`src/rtl/instruction_fetch_if.sv`:
```
// Fetch-stage bus bundle: instruction-memory read port, branch redirect and decode handshake.
// Decode handshake: an instruction transfers on a rising edge where instr_valid=1 and instr_ready=1.
interface instruction_fetch_if;
  logic        mem_req;
  logic [31:0] mem_addr;
  logic        mem_ack;
  logic [31:0] mem_rdata;
  logic        branch_taken;
  logic [31:0] branch_target;
  logic [31:0] instr_out;
  logic [31:0] instr_pc;
  logic        instr_valid;
  logic        instr_ready;

  modport master (
    output mem_req, mem_addr, instr_out, instr_pc, instr_valid,
    input  mem_ack, mem_rdata, branch_taken, branch_target, instr_ready
  );

  modport slave (
    input  mem_req, mem_addr, instr_out, instr_pc, instr_valid,
    output mem_ack, mem_rdata, branch_taken, branch_target, instr_ready
  );
endinterface

```
`src/rtl/instruction_fetch.sv`:
```
// Single-outstanding instruction fetch unit: requests pc, registers the returned word for decode,
// and handles branch redirects, including ones that arrive while a memory read is still pending.
module instruction_fetch #(
  parameter logic [31:0] RESET_VECTOR = 32'h00000000
) (
  input  logic                  clk,
  input  logic                  reset,
  instruction_fetch_if.master   bus,
  output logic [1:0]            fsm_state
);

  typedef enum logic [1:0] {
    FETCH = 2'd0,
    DRAIN = 2'd1,
    HOLD  = 2'd2
  } state_t;

  state_t      state, state_n;
  logic [31:0] pc, pc_n;
  logic [31:0] redirect_pc, redirect_pc_n;
  logic [31:0] instr_out, instr_out_n;
  logic [31:0] instr_pc, instr_pc_n;
  logic        instr_valid, instr_valid_n;
  logic [31:0] target_aligned;

  assign target_aligned = {bus.branch_target[31:2], 2'b00};

  always_ff @(posedge clk or posedge reset) begin
    if (reset) begin
      state       <= FETCH;
      pc          <= RESET_VECTOR;
      redirect_pc <= 32'h0;
      instr_out   <= 32'h0;
      instr_pc    <= 32'h0;
      instr_valid <= 1'b0;
    end else begin
      state       <= state_n;
      pc          <= pc_n;
      redirect_pc <= redirect_pc_n;
      instr_out   <= instr_out_n;
      instr_pc    <= instr_pc_n;
      instr_valid <= instr_valid_n;
    end
  end

  always_comb begin
    state_n       = state;
    pc_n          = pc;
    redirect_pc_n = redirect_pc;
    instr_out_n   = instr_out;
    instr_pc_n    = instr_pc;
    instr_valid_n = instr_valid;
    unique case (state)
      FETCH: begin
        if (bus.mem_ack) begin
          if (bus.branch_taken) begin
            pc_n = target_aligned;
          end else begin
            instr_out_n   = bus.mem_rdata;
            instr_pc_n    = pc;
            pc_n          = pc + 32'd4;
            instr_valid_n = 1'b1;
            state_n       = HOLD;
          end
        end else if (bus.branch_taken) begin
          // The read at pc must complete before redirecting, so park the target.
          redirect_pc_n = target_aligned;
          state_n       = DRAIN;
        end
      end
      DRAIN: begin
        if (bus.mem_ack) begin
          pc_n    = bus.branch_taken ? target_aligned : redirect_pc;
          state_n = FETCH;
        end else if (bus.branch_taken) begin
          redirect_pc_n = target_aligned;
        end
      end
      HOLD: begin
        // A redirect kills the held instruction even if decode is accepting it.
        if (bus.branch_taken) begin
          instr_valid_n = 1'b0;
          pc_n          = target_aligned;
          state_n       = FETCH;
        end else if (bus.instr_ready) begin
          instr_valid_n = 1'b0;
          state_n       = FETCH;
        end
      end
      default: begin
        state_n = FETCH;
      end
    endcase
  end

  assign bus.mem_req     = !reset && (state != HOLD);
  assign bus.mem_addr    = pc;
  assign bus.instr_out   = instr_out;
  assign bus.instr_pc    = instr_pc;
  assign bus.instr_valid = instr_valid;
  assign fsm_state       = state;

endmodule

```
`src/flat_wrapper.sv`:
```
// flat-port wrapper written by rule: the top's interface ports become plain ports
module instruction_fetch_flat 
#(
  parameter logic [31:0] RESET_VECTOR = 32'h00000000
)
  (clk, reset, fsm_state, bus_mem_req, bus_mem_addr, bus_instr_out, bus_instr_pc, bus_instr_valid, bus_mem_ack, bus_mem_rdata, bus_branch_taken, bus_branch_target, bus_instr_ready);
  instruction_fetch_if bus_i ();
  input  logic clk;
  input  logic reset;
  output logic [1:0] fsm_state;
  output wire logic [$bits(bus_i.mem_req)-1:0] bus_mem_req;
  output wire logic [$bits(bus_i.mem_addr)-1:0] bus_mem_addr;
  output wire logic [$bits(bus_i.instr_out)-1:0] bus_instr_out;
  output wire logic [$bits(bus_i.instr_pc)-1:0] bus_instr_pc;
  output wire logic [$bits(bus_i.instr_valid)-1:0] bus_instr_valid;
  input wire logic [$bits(bus_i.mem_ack)-1:0] bus_mem_ack;
  input wire logic [$bits(bus_i.mem_rdata)-1:0] bus_mem_rdata;
  input wire logic [$bits(bus_i.branch_taken)-1:0] bus_branch_taken;
  input wire logic [$bits(bus_i.branch_target)-1:0] bus_branch_target;
  input wire logic [$bits(bus_i.instr_ready)-1:0] bus_instr_ready;
  assign bus_mem_req = bus_i.mem_req;
  assign bus_mem_addr = bus_i.mem_addr;
  assign bus_instr_out = bus_i.instr_out;
  assign bus_instr_pc = bus_i.instr_pc;
  assign bus_instr_valid = bus_i.instr_valid;
  assign bus_i.mem_ack = bus_mem_ack;
  assign bus_i.mem_rdata = bus_mem_rdata;
  assign bus_i.branch_taken = bus_branch_taken;
  assign bus_i.branch_target = bus_branch_target;
  assign bus_i.instr_ready = bus_instr_ready;
  instruction_fetch #(.RESET_VECTOR(RESET_VECTOR)) u_core (.clk(clk), .reset(reset), .bus(bus_i), .fsm_state(fsm_state));
endmodule
```
`config.mk`:
```
export PLATFORM = sky130hd
export DESIGN_NAME = instruction_fetch_flat
export DESIGN_NICKNAME = d
export VERILOG_FILES = /design/src/rtl/instruction_fetch_if.sv /design/src/rtl/instruction_fetch.sv /design/src/flat_wrapper.sv
export SDC_FILE = /design/constraint.sdc
export NUM_CORES = 1
export LEC_CHECK = 0
export CORE_ASPECT_RATIO = 1.1
export CORE_UTILIZATION = 46
export CTS_CLUSTER_SIZE = 20
export DETAILED_ROUTE_END_ITERATION = 10
export HOLD_SLACK_MARGIN = 0.12
export PLACE_DENSITY = 0.77
export SETUP_SLACK_MARGIN = 0.3
export SKIP_LAST_GASP = 1
export SLEW_MARGIN = 30
export SYNTH_ARGS = -nofsm -noshare
export SYNTH_HDL_FRONTEND = slang
export SYNTH_SLANG_ARGS = --single-unit
```
`constraint.sdc`:
```
create_clock -name clk -period 6.1 [get_ports clk]
set_input_delay 1.22 -clock clk [delete_from_list [all_inputs] [get_ports clk]]
set_output_delay 1.22 -clock clk [all_outputs]
set_load 0.1 [all_outputs]
```
# Word level (Yosys, flattened, before mapping)
# Cells that the tools add are included.
totals:
  output_inout_bits: 100
  wordCells: 48
  input_bits: 69
  ff_bits: 131
classes:
  addsub: 1
  eq_ne: 10
  muxes: 18
  n_bitwise: 2
  n_reduce_logical: 11
op_table:
  columns: ["op", "n"]
  rows:
  - ["two-way mux 32 bit", 5]
  - ["case mux 32 bit (3 select lines)", 1]
  - ["adder 32 x 3 -> 32 bit (second input constant)", 1]
  - ["two-way mux 2 bit", 6]
  - ["AND reduction 4 bit", 3]
  - ["!= test 2 bit (second input constant)", 5]
  - ["!= test 3 bit (second input constant)", 3]
  - ["case mux 2 bit (3 select lines)", 1]
  - ["two-way mux 1 bit", 4]
  - ["AND reduction 3 bit", 1]
  - ["nonzero test 3 bit", 1]
  - ["== test 2 x 1 -> 1 bit (second input constant)", 1]
  - ["== test 2 bit (second input constant)", 1]
  - ["logical NOT 2 bit", 1]
  - ["inverter 1 bit", 2]
  - ["case mux 1 bit (2 select lines)", 1]
  - ["AND reduction 2 bit", 1]
  - ["nonzero test 2 bit", 1]
  - ["OR reduction 2 bit", 1]
  - ["logical AND 1 bit", 1]
  - ["logical NOT 1 bit", 1]

# Depth between registers and ports, before layout
depth:
  ltp_word: 4
  depth_mapped: 10
  ltp_nobuf: 7

# Worst setup path before layout
# Ideal clock, no wire load.
synth_path:
  path_type: "flip-flop to output port"
  start: "register u_core.state[0] (netlist: u_core.fsm_state[0])"
  end: "output bus_mem_req"
  t_required_ns: 4.880
  arrival_time_ns: 2.808
  path_slack_ns: 2.072
  stages_incl_launch_ff: 5
  n_path_buf: 1
  cell_sequence: "dfrtp_1 > inv_1 > ha_1 > clkbuf_1 > nor2_1"
synth_between:
  elab_chain_len: 2
synth_rtl:
  columns: ["element", "line", "rtl"]
  rows:
  - ["start, declared", "instruction_fetch.sv:18", "state_t state, state_n;"]
  - ["start signal, assigned", "instruction_fetch.sv:37", "state <= state_n;"]
  - ["!= test 2 bit", "instruction_fetch.sv:96", "assign bus.mem_req = !reset && (state != HOLD);"]
  - ["logical AND 1 bit", "instruction_fetch.sv:96", null]
  - ["end, declared", "flat_wrapper.sv:11", "output wire logic [$bits(bus_i.mem_req)-1:0] bus_mem_req;"]
# Every way passes these cells.

# Worst setup path in the final report
layout_path:
  start: "input reset"
  end: "output bus_mem_req"
layout_between:
  elab_chain_len: 2
layout_rtl:
  columns: ["element", "line", "rtl"]
  rows:
  - ["start, declared", "flat_wrapper.sv:9", "input logic reset;"]
  - ["logical NOT 1 bit", "instruction_fetch.sv:96", null]
  - ["logical AND 1 bit", "instruction_fetch.sv:96", null]
# Every way passes these cells.

==> run_results.csv <==
group,metric,value,unit
outcome,status,"complete, no violations",
cells_and_area,final_common_cell,"clkdlybuf4s50_1",
routing,wl_per_cell,18.6,um
logic_synthesis,syn_inst,541,
worst_setup_path,end_kind,"output pin",
cells_and_area,design_area,8480,sq um
die,ios,169,
timing,fin_crit_sh,0.691,
clock_network,cts_resized,0,
logic_synthesis,synth-seq-area-share,0.531,
clock_network,cts_buffers,17,
global_routing,grtUsageTotal,0.247,
timing,setup_violations,0,
logic_synthesis,synthDistinctLibCells,52,
die,std_cell_rows,44,
routing,vias,5118,
timing,worst_pin_slew,1.01,ns
clock_network,cts.clk_slew.worst_paths,0.05,ns
timing,max_freq,0.237,GHz
routing,ant_nets,0,
global_routing,antenna_found_initial,0,
placed_design,placed_area,7990,sq um
min_path,min-delay-start,"u_core.bus.instr_pc[9]",
timing,slew_violations,0,
global_routing,grt_pass1_vias,5158,
timing,relSlewSlack,0.322,
clock_network,cts-htree-levels,4,
worst_setup_path,critPathArrivalTime,3.00,ns
clock_network,cts_setup_buffers,0,
worst_setup_path,cp_max_fo,2,
placed_design,hpwl,10900,um
worst_setup_path,cp-start-kind,"primary input",
logic_synthesis,synthesis.area,6170,sq um
timing,rsz0062_at_grt,"false",
global_routing,grt_max_degree,98,
die,die_area,13900,sq um
worst_setup_path,worst-r2r-setup-slack,3.20,ns
worst_setup_path,worst_ep_required_time,4.88,ns
logic_synthesis,synthArstFlopShare,1.00,
placed_design,place_inst,846,
cells_and_area,insertedDiodeCount,0,
cells_and_area,drive_gt1_frac,0.181,
logic_synthesis,ys_warn_count,0,
die,die_x,112,um
placed_design,place_congestion,0.816,
logic_synthesis,syn_nets,615,
cells_and_area,area_delta_synth_final,37.4,%
clock_network,cts.sinks,131,
clock_network,clockBufferDepth,2,
cells_and_area,final_cell_mix,"clkdlybuf4s50_1 (166), dfrtp_1 (131), mux2_2 (87)",
worst_setup_path,reg2regPathDepth,8,
die,core_area,13200,sq um
global_routing,grt_pass1_wl,26400,um
die,fp.dieH,123,um
routing,drt_pre_antenna_iters,5,
clock_network,cts_tree,"built",
logic_synthesis,synth_top_flop_cell,"dfrtp_1",
clock_network,root_buffer,"clkbuf_16",
global_routing,overflow,0,
timing,setup_slack,1.88,ns
placed_design,port_buffers,166,
clock_network,clk_latency,0.42,ns
routing,vias_per_cell,5.86,
cells_and_area,final_cell_count_no_fill,873,
timing,tns,0,ns
clock_network,hold_buffers,0,
logic_synthesis,postSynthAreaPerCell,11.4,sq um
placed_design,post-place-ws,1.92,ns
logic_synthesis,ys_ff_latch,131,
timing,hold_violations,0,
min_path,whs_path_depth,2,
flow_run,cap_violations,0,
cells_and_area,fin_nets,779,
worst_setup_path,rr_startpoint,"u_core.fsm_state[1]",
routing,routed_wl,16200,um
logic_synthesis,synth_edf_count,0,
worst_setup_path,worst-setup-path-type,"primary input to output pin",
worst_setup_path,reg2reg_to,"u_core.bus.mem_addr[25]",
min_path,min_to,"u_core.bus.instr_pc[9]",
timing,fin_skew,0.0154,ns
die,initial_core_util,0.469,
routing,drcViolationCount,0,
min_path,hold_path_class,"flip-flop to flip-flop",
routing,drt_iter0_markers,367,
timing,min_period,4.22,ns
## worst max-delay path, stage by stage
cell and delay (ns):
clkdlybuf4s50_1 0.51, nor2_1 0.13, clkdlybuf4s50_1 1.14
## cell usage after synthesis, types with 3 or more instances
library cell,instances,area (sq um)
mux2i_1,3,30.0
a21oi_1,11,55.1
clkbuf_1,22,82.6
nor3_1,11,55.1
ha_1,5,62.6
a221o_1,9,90.1
mux2_2,87,980
nor2_1,34,128
xor2_1,9,78.8
a222oi_1,4,40.0
nand2_1,37,139
nand4_1,7,43.8
a31oi_1,3,18.8
a22oi_1,5,37.5
o22ai_1,11,68.8
o21ai_0,35,175
o211ai_1,5,37.5
and4_1,3,26.3
inv_1,12,45.0
nor4_1,5,31.3
buf_2,6,30.0
dfrtp_1,131,3280
o21ai_1,7,35.0
and2_1,4,25.0
nand3_1,17,85.1
a221oi_1,12,105
or3_1,3,18.8
xnor2_1,8,70.1
a22o_1,3,26.3
and3_1,4,25.0
## cells by family after synthesis
| kind of cell | share of synthesized area |
|---|---|
| adder cells (fa/ha/maj) | 0.0101 |
| flip-flops | 0.531 |
| AND/OR/NAND/NOR | 0.110 |
| AO/OA/AOI/OAI | 0.131 |
| buffers and inverters | 0.0292 |
| multiplexers | 0.164 |
| XOR/XNOR | 0.0241 |
## sequential cells by signal, indices dropped and copies added (netlist names)
name                    cells
u_core.bus.instr_valid      1
u_core.redirect_pc         32
u_core.bus.instr_out       32
u_core.bus.instr_pc        32
u_core.fsm_state            2
u_core.bus.mem_addr        32
## cell type report
class,count,area [sq um]
clock buffers,24,452
clock inverters,2,10.0
fillers,1026,4680
inverters,14,60.1
multi-input cells,365,2730
flip-flops and latches,131,3280
well taps,161,201
repair buffers,176,1750
## metal layers
| layer | GRT usage | share of wire | wire length [um] | up-vias |
|---|---|---|---|---|
| met5 | 0 | 0 | 0 | - |
| met4 | 0.108 | 0.016 | 267 | 0 |
| met3 | 0.0505 | 0.064 | 1040 | 24 |
| met2 | 0.420 | 0.51 | 8220 | 203 |
| met1 | 0.307 | 0.41 | 6690 | 2571 |
| li1 | - | - | - | 2320 |
## worst max path at each step
stage / from / endpoint / slack (ns) / cells past startpoint
after floorplan: reset / u_core.bus.instr_out[0] / 1.38 / 1
after global placement: reset / bus_mem_req / 1.92 / 3
after detailed placement: reset / bus_mem_req / 1.92 / 3
after CTS: reset / bus_mem_req / 1.91 / 3
after global routing: reset / bus_mem_req / 1.84 / 3
final: reset / bus_mem_req / 1.88 / 3
## through the flow
step            util  hold WS [ns]
2_1_floorplan      -         0.450
3_3_place_gp   0.608         0.465
3_5_place_dp   0.608         0.475
4_1_cts        0.643         0.487
5_1_grt        0.644         0.510
6_report       0.644         0.481
Power is not shown: default switching activity piles up to over one toggle a cycle in this logic, so the estimate is an artifact.
